==> src/rtl/spi_reg_pkg.sv <==
// Shared constants for the SPI register bank: register addresses, STATUS bit
// positions, command byte layout and the sequencer state encoding.
package spi_reg_pkg;

    localparam logic [6:0] ADDR_ID     = 7'h00;
    localparam logic [6:0] ADDR_CTRL   = 7'h01;
    localparam logic [6:0] ADDR_THR_L  = 7'h02;
    localparam logic [6:0] ADDR_THR_H  = 7'h03;
    localparam logic [6:0] ADDR_STATUS = 7'h04;
    localparam logic [6:0] ADDR_FCNT_L = 7'h05;
    localparam logic [6:0] ADDR_FCNT_M = 7'h06;
    localparam logic [6:0] ADDR_FCNT_H = 7'h07;

    localparam int STAT_NEW  = 0;
    localparam int STAT_OVER = 1;
    localparam int STAT_AERR = 2;

    // Command byte: bit 7 set = read, clear = write; bits 6:0 = start address.
    localparam int CMD_RW_BIT = 7;

    typedef enum logic [1:0] {
        ST_IDLE  = 2'd0,
        ST_CMD   = 2'd1,
        ST_WDATA = 2'd2,
        ST_RDATA = 2'd3
    } seq_state_t;

endpackage

==> src/rtl/spi_reg_bank.sv <==
// SPI register bank and transaction sequencer.
// Frames each chip-select cycle into a command byte plus data bytes, runs
// burst writes/reads with 7-bit wrapping address auto-increment, feeds the
// MISO shifter, and exposes configuration to / snapshots the frequency sampler.
//
// Ports:
//   sys_clk_25m, sys_rstn      clock, async active-low reset
//   spi_byte_vld, spi_wr_data  received byte strobe and value
//   spi_sel_end                chip-select deassert strobe
//   spi_rd_data, spi_out_oe    byte for MISO shifter and its drive enable
//   freq_cnt, freq_cnt_vld     live sampler count and its update strobe
//   cfg_ctrl, cfg_thresh       CTRL register, {THR_H, THR_L}
//   irq                        level interrupt
//
// state   | meaning
// --------+---------------------------------------------------------------
// IDLE    | no frame in progress; next byte is a command
// CMD     | command decode; decoded in the byte's own cycle, so never held
// WDATA   | each byte is written to addr, then addr increments
// RDATA   | each byte loads spi_rd_data from addr, then addr increments
module spi_reg_bank
    import spi_reg_pkg::*;
#(
    parameter logic [7:0] ID_VAL   = 8'h5A,
    parameter int         NUM_REGS = 8
) (
    input  logic        sys_clk_25m,
    input  logic        sys_rstn,
    input  logic        spi_byte_vld,
    input  logic [7:0]  spi_wr_data,
    input  logic        spi_sel_end,
    output logic [7:0]  spi_rd_data,
    output logic        spi_out_oe,
    input  logic [23:0] freq_cnt,
    input  logic        freq_cnt_vld,
    output logic [7:0]  cfg_ctrl,
    output logic [15:0] cfg_thresh,
    output logic        irq
);

    seq_state_t  state, state_nxt;
    logic [6:0]  addr;
    logic [7:0]  reg_ctrl, reg_thr_l, reg_thr_h;
    logic [2:0]  status, stat_set, stat_clr;
    logic [23:0] shadow;

    logic        byte_take, cmd_take, wr_take, rd_load_cmd, rd_load;
    logic [6:0]  acc_addr;
    logic        acc_valid;
    logic [7:0]  rd_mux;

    // A byte coincident with chip-select deassert is dropped entirely.
    assign byte_take   = spi_byte_vld & ~spi_sel_end;
    assign cmd_take    = byte_take & ((state == ST_IDLE) || (state == ST_CMD));
    assign wr_take     = byte_take & (state == ST_WDATA);
    assign rd_load_cmd = cmd_take & spi_wr_data[CMD_RW_BIT];
    assign rd_load     = rd_load_cmd | (byte_take & (state == ST_RDATA));

    // The command byte's read is served from its own address in the same
    // cycle, which gives one-cycle latency for the first read byte.
    assign acc_addr  = cmd_take ? spi_wr_data[6:0] : addr;
    assign acc_valid = (int'(acc_addr) < NUM_REGS);

    always_ff @(posedge sys_clk_25m or negedge sys_rstn) begin
        if (!sys_rstn) state <= ST_IDLE;
        else           state <= state_nxt;
    end

    always_comb begin
        state_nxt = state;
        if (spi_sel_end) begin
            state_nxt = ST_IDLE;
        end else if (spi_byte_vld) begin
            case (state)
                ST_IDLE, ST_CMD: state_nxt = spi_wr_data[CMD_RW_BIT] ? ST_RDATA : ST_WDATA;
                default:         state_nxt = state;
            endcase
        end
    end

    always_comb begin
        rd_mux = 8'h00;
        if (acc_valid) begin
            case (acc_addr)
                ADDR_ID:     rd_mux = ID_VAL;
                ADDR_CTRL:   rd_mux = reg_ctrl;
                ADDR_THR_L:  rd_mux = reg_thr_l;
                ADDR_THR_H:  rd_mux = reg_thr_h;
                ADDR_STATUS: rd_mux = {5'b0, status};
                ADDR_FCNT_L: rd_mux = freq_cnt[7:0];
                ADDR_FCNT_M: rd_mux = shadow[15:8];
                ADDR_FCNT_H: rd_mux = shadow[23:16];
                default:     rd_mux = 8'h00;
            endcase
        end
    end

    always_comb begin
        stat_set            = 3'b000;
        stat_set[STAT_NEW]  = freq_cnt_vld;
        stat_set[STAT_OVER] = freq_cnt_vld & (freq_cnt[23:8] > {reg_thr_h, reg_thr_l});
        stat_set[STAT_AERR] = (wr_take | rd_load) & ~acc_valid;
        stat_clr            = 3'b000;
        if (wr_take && acc_valid && (acc_addr == ADDR_STATUS))
            stat_clr = spi_wr_data[2:0];
    end

    always_ff @(posedge sys_clk_25m or negedge sys_rstn) begin
        if (!sys_rstn) begin
            addr        <= 7'h00;
            spi_rd_data <= 8'h00;
            spi_out_oe  <= 1'b0;
            reg_ctrl    <= 8'h00;
            reg_thr_l   <= 8'h00;
            reg_thr_h   <= 8'h00;
            status      <= 3'b000;
            shadow      <= 24'h000000;
        end else begin
            // Set wins over a simultaneous clear of the same bit.
            status <= (status & ~stat_clr) | stat_set;

            if (cmd_take)
                addr <= rd_load_cmd ? spi_wr_data[6:0] + 7'd1 : spi_wr_data[6:0];
            else if (wr_take || rd_load)
                addr <= addr + 7'd1;

            if (rd_load) begin
                spi_rd_data <= rd_mux;
                // Capture the full count when the low byte goes out, so the
                // upper bytes of a burst are coherent with it.
                if (acc_valid && (acc_addr == ADDR_FCNT_L))
                    shadow <= freq_cnt;
            end

            if (spi_sel_end)      spi_out_oe <= 1'b0;
            else if (rd_load_cmd) spi_out_oe <= 1'b1;

            if (wr_take && acc_valid) begin
                case (acc_addr)
                    ADDR_CTRL:  reg_ctrl  <= spi_wr_data;
                    ADDR_THR_L: reg_thr_l <= spi_wr_data;
                    ADDR_THR_H: reg_thr_h <= spi_wr_data;
                    default:    ;
                endcase
            end
        end
    end

    assign cfg_ctrl   = reg_ctrl;
    assign cfg_thresh = {reg_thr_h, reg_thr_l};
    assign irq        = reg_ctrl[7] & (status[STAT_NEW] | status[STAT_OVER]);

endmodule

==> config.mk <==
export PLATFORM = sky130hd
export DESIGN_NAME = spi_reg_bank
export DESIGN_NICKNAME = d
export VERILOG_FILES = /design/src/rtl/spi_reg_pkg.sv /design/src/rtl/spi_reg_bank.sv
export SDC_FILE = /design/constraint.sdc
export NUM_CORES = 1
export LEC_CHECK = 0
export ABC_CLOCK_PERIOD_IN_PS = 6400
export CAP_MARGIN = 20
export CORE_MARGIN = 4
export CORE_UTILIZATION = 40
export CTS_CLUSTER_SIZE = 25
export DETAILED_ROUTE_END_ITERATION = 10
export PLACE_DENSITY = 0.74
export SETUP_SLACK_MARGIN = 0.15
export SYNTH_ARGS = -nofsm -noshare
export SYNTH_HDL_FRONTEND = slang
export SYNTH_SLANG_ARGS = --single-unit
==> constraint.sdc <==
create_clock -name sys_clk_25m -period 6.4 [get_ports sys_clk_25m]
set_input_delay 1.28 -clock sys_clk_25m [delete_from_list [all_inputs] [get_ports sys_clk_25m]]
set_output_delay 1.28 -clock sys_clk_25m [all_outputs]
set_load 0.03 [all_outputs]
Word level (Yosys, flattened, before mapping)

Index checks and enable logic that the tools add are counted.

Bits in registers: 69
Output and inout port bits: 34
Bits of input ports: 37
Word-level logic and storage cells: 69

$lt $le $gt $ge: 2
Eq/ne operators: 10
Add/sub/neg operators: 2
Reductions and logical operators: 17
Bitwise gates (word level): 16
Muxes and demuxes: 13

Operators by type and width:

| operator                                                                      | number |
|---|---|
| 8-bit case mux with 8 select lines                                            | 1 |
| 7-bit by 3-bit == test with 1-bit output (second input constant)              | 4 |
| 7-bit two-way mux                                                             | 4 |
| 16-bit > comparator                                                           | 1 |
| 7-bit by 1-bit adder with 7-bit output (second input constant)                | 2 |
| 7-bit by 2-bit == test with 1-bit output (second input constant)              | 2 |
| 2-bit AND reduction                                                           | 5 |
| 1-bit AND                                                                     | 8 |
| 8-bit two-way mux                                                             | 1 |
| 2-bit nonzero test                                                            | 4 |
| 7-bit by 1-bit == test with 1-bit output (second input constant)              | 1 |
| 7-bit zero test                                                               | 1 |
| 7-bit by 4-bit less-than comparator with 1-bit output (second input constant) | 1 |
| 2-bit two-way mux                                                             | 3 |
| 2-bit == test (second input constant)                                         | 2 |
| 3-bit AND                                                                     | 1 |
| 1-bit logical AND                                                             | 3 |
| 1-bit two-way mux                                                             | 3 |
| 3-bit two-way mux                                                             | 1 |
| 3-bit inverter                                                                | 1 |
| 1-bit bitwise OR                                                              | 3 |
| 3-bit bitwise OR                                                              | 1 |
| 2-bit by 1-bit == test with 1-bit output (second input constant)              | 1 |
| 2-bit zero test                                                               | 1 |
| 3 further kinds                                                               | 5 |

Logic depth before layout (Yosys ltp)

Depth after elaboration: 11
Mapped depth: 8

Worst setup path before layout

No wires, ideal clock.

Kind: input to register
Start: input port spi_wr_data[4]
End: register shadow[14]
Slack: 3,330 ps
Buffers on the path: 3
Data arrival time: 2,945 ps
Setup time: 125 ps
Data required time: 6,275 ps
Stages on the path: 8
Path through: buf_6 nor4b_1 nand2_1 o22ai_2 and2b_1 buf_4 buf_6 mux2_2

Longest elaborated chain between the ends: 4
Elaborated cells between the ends (all ways): 5

RTL lines:

| what                                                                                                                     | RTL line                                | source |
|---|---|---|
| from (decl)                                                                                                              | spi_reg_bank.sv:30                      | `input logic [7:0] spi_wr_data,` |
| 7-bit two-way mux (*)                                                                                                    | spi_reg_bank.sv:61                      | `assign acc_addr = cmd_take ? spi_wr_data[6:0] : addr;` |
| 7-bit by 4-bit less-than comparator with 1-bit output / 7-bit by 3-bit == test with 1-bit output (equally long branches) | spi_reg_bank.sv:62, spi_reg_bank.sv:131 |  |
| 1-bit logical AND (*)                                                                                                    | spi_reg_bank.sv:131                     | `if (acc_valid && (acc_addr == ADDR_FCNT_L))` |
| 2-bit AND reduction (no line) (*)                                                                                        | n/a                                     |  |
| to (signal assigned)                                                                                                     | spi_reg_bank.sv:132                     | `shadow <= freq_cnt;` |
| to (decl)                                                                                                                | spi_reg_bank.sv:45                      | `logic [23:0] shadow;` |

Mark *: on every way between the ends. The rest lies on a longest branch, timed or not.
A chain may end at the register's enable or synchronous reset.

Worst setup path in the final report

Start: input port spi_byte_vld
End: register shadow[22]

Longest elaborated chain between the ends: 6
Elaborated cells between the ends (all ways): 10

RTL lines:

| what                                                                                                                     | RTL line                                | source |
|---|---|---|
| from (decl)                                                                                                              | spi_reg_bank.sv:29                      | `input logic spi_byte_vld,` |
| 1-bit AND (*)                                                                                                            | spi_reg_bank.sv:53                      | `assign byte_take = spi_byte_vld & ~spi_sel_end;` |
| 1-bit AND                                                                                                                | spi_reg_bank.sv:54                      | `assign cmd_take = byte_take & ((state == ST_IDLE) \|\| (state == ST_CMD));` |
| 7-bit two-way mux                                                                                                        | spi_reg_bank.sv:61                      |  |
| 7-bit by 4-bit less-than comparator with 1-bit output / 7-bit by 3-bit == test with 1-bit output (equally long branches) | spi_reg_bank.sv:62, spi_reg_bank.sv:131 |  |
| 1-bit logical AND                                                                                                        | spi_reg_bank.sv:131                     |  |
| 2-bit AND reduction (no line) (*)                                                                                        | n/a                                     |  |

Marked as above.

==> results by stage <==
Run status:
- The run finished with clean final reports.

STA:
- The fmax is ~250 MHz.
- The number of max-slew violations in the final report is 0.
- The number of endpoints with negative hold slack in the final report came to 0.
- The setup violation total in the final timing report is 0.
- For the final database, setup skew stands at 0.008935 ns.
- Summed over all failing endpoints, the final setup total negative slack is 0 ns.
- At the pin with the least slew margin, the transition time is about 0.82 ns.
- In this run the tightest slew margin relative to its limit is between 40% and 50%.
- After layout, the worst path uses 62.99% of the clock period.
- Setup repair after global routing left no endpoint under its margin.
- The shortest clock period the worst path allows after layout is 4.031 ns.

Synth:
- The synthesized netlist contains 58 unique library cells.
- The most used flip-flop cell after synthesis is sky130_fd_sc_hd__dfrtp_1.
- After synthesis, flip-flops and latches occupy between 40% and 50% of the total area.
- The average instance in the mapped netlist occupies 10.17 µm².
- After synthesis, the share of flip-flops with an asynchronous set or reset is 100.0%.
- The synthesized instance count is 370.
- Synthesis produced a netlist with a net count of about 430.
- After synthesis the cells add up to 3764 µm².
- For this run, the number of Yosys warnings is 0.
- In this run, synthesis inferred 0 flip-flops with an integrated enable.
- The number of register bits inferred by synthesis is 61.

Cells and area:
- Leaving out fill and tap cells, the most frequent cell in the layout is sky130_fd_sc_hd__clkdlybuf4s50_1.
- The area growth from synthesis to layout is 25.60%.
- The total non-filler cell area in the finished layout is approximately 4700 µm².
- The count of inserted antenna diode cells is 0.
- At the end of the flow, the number of nets in the layout was 492.
- The share of post-route cells with drive strength above 1 is between 10% and 20%.
- In the layout the commonest cells are sky130_fd_sc_hd__clkdlybuf4s50_1, sky130_fd_sc_hd__dfrtp_1, sky130_fd_sc_hd__mux2_2, sky130_fd_sc_hd__nand2_1, sky130_fd_sc_hd__inv_1.
- The number of cells in the finished layout apart from fillers is about 550.

Power:
- The worst-case IR drop observed on VDD is between 0.08 and 0.09 mV.
- The logic gate share of total power is 18.6%.
- The share of total power dissipated in sequential elements is a little under half.
- Net switching is approximately 30% of the power.
- The leakage power is approximately 0.002 µW.
- The share of total power dissipated in the clock network is between 30% and 40%.
- Summed over all nets, the switching power comes to between 200 and 300 µW.
- The total power divided by cell area is between 200 and 250 nW/µm².
- Internal power comes to 689.2 µW.

Clock tree:
- The maximum number of buffers from clock root to sink is 2.
- The quantity of hold-fixing buffers added after cts is 0.
- The root buffer cell chosen for the clock tree is sky130_fd_sc_hd__clkbuf_8.
- The buffers inserted during post-CTS setup optimization is 0.
- The clock insertion delay at the later pin of the skew report is roughly 0.34 ns.
- The register clock-pin slew on the reported worst setup and hold paths is roughly 0.07 ns.
- The number of buffers inserted during clock tree synthesis is 9.
- CTS built an H-tree with a depth of 3.
- TritonCTS built the clock tree.
- The count of cells resized by post-cts repair is 0.
- The total number of clock tree sinks is around 60.

Floorplanning:
- The I/O pin count is 71.
- The number of rows in the core area is 35.
- The die covers ~11000 µm².
- After floorplanning, the core was sized to cover between 9000 and 10000 µm².
- The vertical die dimension is around 110 µm.
- From left edge to right edge, the die measures between 100 and 150 µm.
- Once the floorplan was initialized, standard cells occupied approximately two fifths of the core.

GRT:
- Entering global routing, the biggest net connects 62 pins.
- The global-route wire length before repair is ~18 mm.
- The number of global-route vias before repair is 3261.
- The initial antenna violation count is 0.
- Global routing used around a fifth of the available tracks.
- The total congestion overflow is 0.

Placed design:
- The count of buffers inserted at the top-level ports is 70.
- The HPWL after detailed placement is 8.211 mm.
- The cell count after placement is 536.
- The placed instances occupy a cell area of around 4500 µm².
- The placer's final routability congestion estimate is 0.9257.

Detailed routing:
- The remaining antenna violation count after routing is 0.
- The detailed-routing iteration count for the pre-antenna-repair pass is 5.
- For this block, the via count after detailed routing is about 3.2k.
- The post-detailed-routing wire length is 11.10 mm.
- After detailed routing, the number of vias per cell comes to slightly below 6.
- The average routed wire per standard cell is between 20 and 25 µm.
- For this run, design rule violations remaining after detail routing come to 0.
- The starting DRC count in detailed routing is 230.

Setup path:
- The worst endpoint required time is 6.62 ns.
- The worst-case register-to-register setup slack is between 3 and 4 ns.
- The arrival time of data at the critical path endpoint is 4.25 ns.
- The maximum net fanout on the critical path is 16.
- The number of cells on the worst reg-to-reg path is 5.
- The worst setup path is launched from a primary input.
- The worst register-to-register path ends at shadow[22]$_DFFE_PN0P_.
- The capturing element type of the critical path is a register.
- The launch instance of the worst register-to-register path is state[1]$_DFFE_PN0P_.
- The critical path is of the in2reg type.

Hold path:
- The path class of the tightest hold or removal check is reg2reg.
- Along the worst hold path, the cell count comes to 1.
- The worst hold path terminates at spi_rd_data[7]$_DFFE_PN0P_.
- The startpoint identified for the worst hold timing path is spi_rd_data[7]$_DFFE_PN0P_.

Job:
- The count of max-cap constraint violations is 0.
power by group through the flow:
stage / Clock (µW) / Combinational (µW) / Sequential [µW]
2_1_floorplan: 0 / 108 / 444
3_3_place_gp: 0 / 174 / 450
3_5_place_dp: 0 / 179 / 451
4_1_cts: 355 / 179 / 444
5_1_grt: 370 / 197 / 449
6_report: 351 / 181 / 445
cell type report:
class / instances / area (µm²)
fillers: 843 / 4469
multi-input cells: 273 / 2077
flip-flops and latches: 61 / 1526
repair buffers: 72 / 710.7
clock buffers: 11 / 151.4
well taps: 111 / 138.9
inverters: 20 / 75.07
clock inverters: 4 / 47.55
cells in the mapped netlist (4+ instances only):
master | count | area share [%]
sky130_fd_sc_hd__o22ai_1 | 9 | 1.5
sky130_fd_sc_hd__o21ai_0 | 18 | 2.4
sky130_fd_sc_hd__a21oi_1 | 17 | 2.3
sky130_fd_sc_hd__and3_1 | 5 | 0.83
sky130_fd_sc_hd__inv_1 | 20 | 2.0
sky130_fd_sc_hd__nor3_1 | 7 | 0.93
sky130_fd_sc_hd__a22oi_1 | 6 | 1.2
sky130_fd_sc_hd__nand3_1 | 7 | 0.93
sky130_fd_sc_hd__o2bb2ai_1 | 4 | 0.93
sky130_fd_sc_hd__mux2i_1 | 15 | 4.0
sky130_fd_sc_hd__nand2b_1 | 4 | 0.66
sky130_fd_sc_hd__or3_1 | 4 | 0.66
sky130_fd_sc_hd__a32oi_1 | 4 | 0.93
sky130_fd_sc_hd__nor2_1 | 18 | 1.8
sky130_fd_sc_hd__ha_1 | 18 | 6.0
sky130_fd_sc_hd__buf_2 | 5 | 0.66
sky130_fd_sc_hd__clkbuf_1 | 8 | 0.80
sky130_fd_sc_hd__dfrtp_1 | 61 | 41
sky130_fd_sc_hd__nor2b_1 | 4 | 0.66
sky130_fd_sc_hd__nand4_1 | 4 | 0.66
sky130_fd_sc_hd__mux2_2 | 40 | 12
sky130_fd_sc_hd__nand2_1 | 35 | 3.5
metrics by stage:
| stage | hold slack [ns] | setup slack (ns) | power, µW | util, % |
|---|---|---|---|---|
| 2_1_floorplan | 0.4574 | 3.330 | 551.4 | - |
| 3_3_place_gp | 0.4711 | 1.958 | 624.0 | 49.16 |
| 3_5_place_dp | 0.4750 | 1.868 | 630.0 | 49.16 |
| 4_1_cts | 0.4918 | 2.222 | 977.9 | 51.32 |
| 5_1_grt | 0.5042 | 2.223 | 1016 | 51.40 |
| 6_report | 0.4860 | 2.369 | 977.1 | 51.40 |
per-layer routing:
layer  wire, µm  global-route usage (%)
met2       4988                   31.12
met4        206                   7.029
met1       5141                   29.58
met3        766                   2.903
met5          0                       0
flip-flops by register name, indices dropped and copies added, names as in the netlist:
name and cells:
addr 7, cfg_ctrl 8, reg_thr_h 8, reg_thr_l 8, shadow 16, spi_out_oe 1
spi_rd_data 8, state 2, status 3
worst max-delay path: stages:
cell	delay, ns
sky130_fd_sc_hd__clkdlybuf4s50_1	0.57
sky130_fd_sc_hd__nor3b_2	0.58
sky130_fd_sc_hd__nand2_1	0.29
sky130_fd_sc_hd__o22ai_2	0.44
sky130_fd_sc_hd__and2b_1	0.67
sky130_fd_sc_hd__mux2_2	0.41
how the worst max path moves through the flow:
stage / endpoint / slack (ns) / start / depth (start not counted)
detailed placement: spi_rd_data[6]$_DFFE_PN0P_ / 1.87 / spi_sel_end / 7
floorplan: shadow[14]$_DFFE_PN0P_ / 3.33 / spi_wr_data[4] / 8
finish: shadow[22]$_DFFE_PN0P_ / 2.37 / spi_byte_vld / 6
global placement: spi_rd_data[6]$_DFFE_PN0P_ / 1.96 / spi_wr_data[2] / 7
CTS: spi_rd_data[6]$_DFFE_PN0P_ / 2.22 / spi_byte_vld / 7
global route: shadow[12]$_DFFE_PN0P_ / 2.22 / spi_wr_data[0] / 6
kinds of logic after synthesis:
family,share of synthesized area [%]
multiplexers,17.45
flip-flops,40.56
buffers and inverters,4.255
XOR/XNOR,1.164
adder cells (fa/ha/maj),5.984
AND/OR/NAND/NOR,15.66
AO/OA/AOI/OAI,14.93
Power figures use the tool's default switching activity.
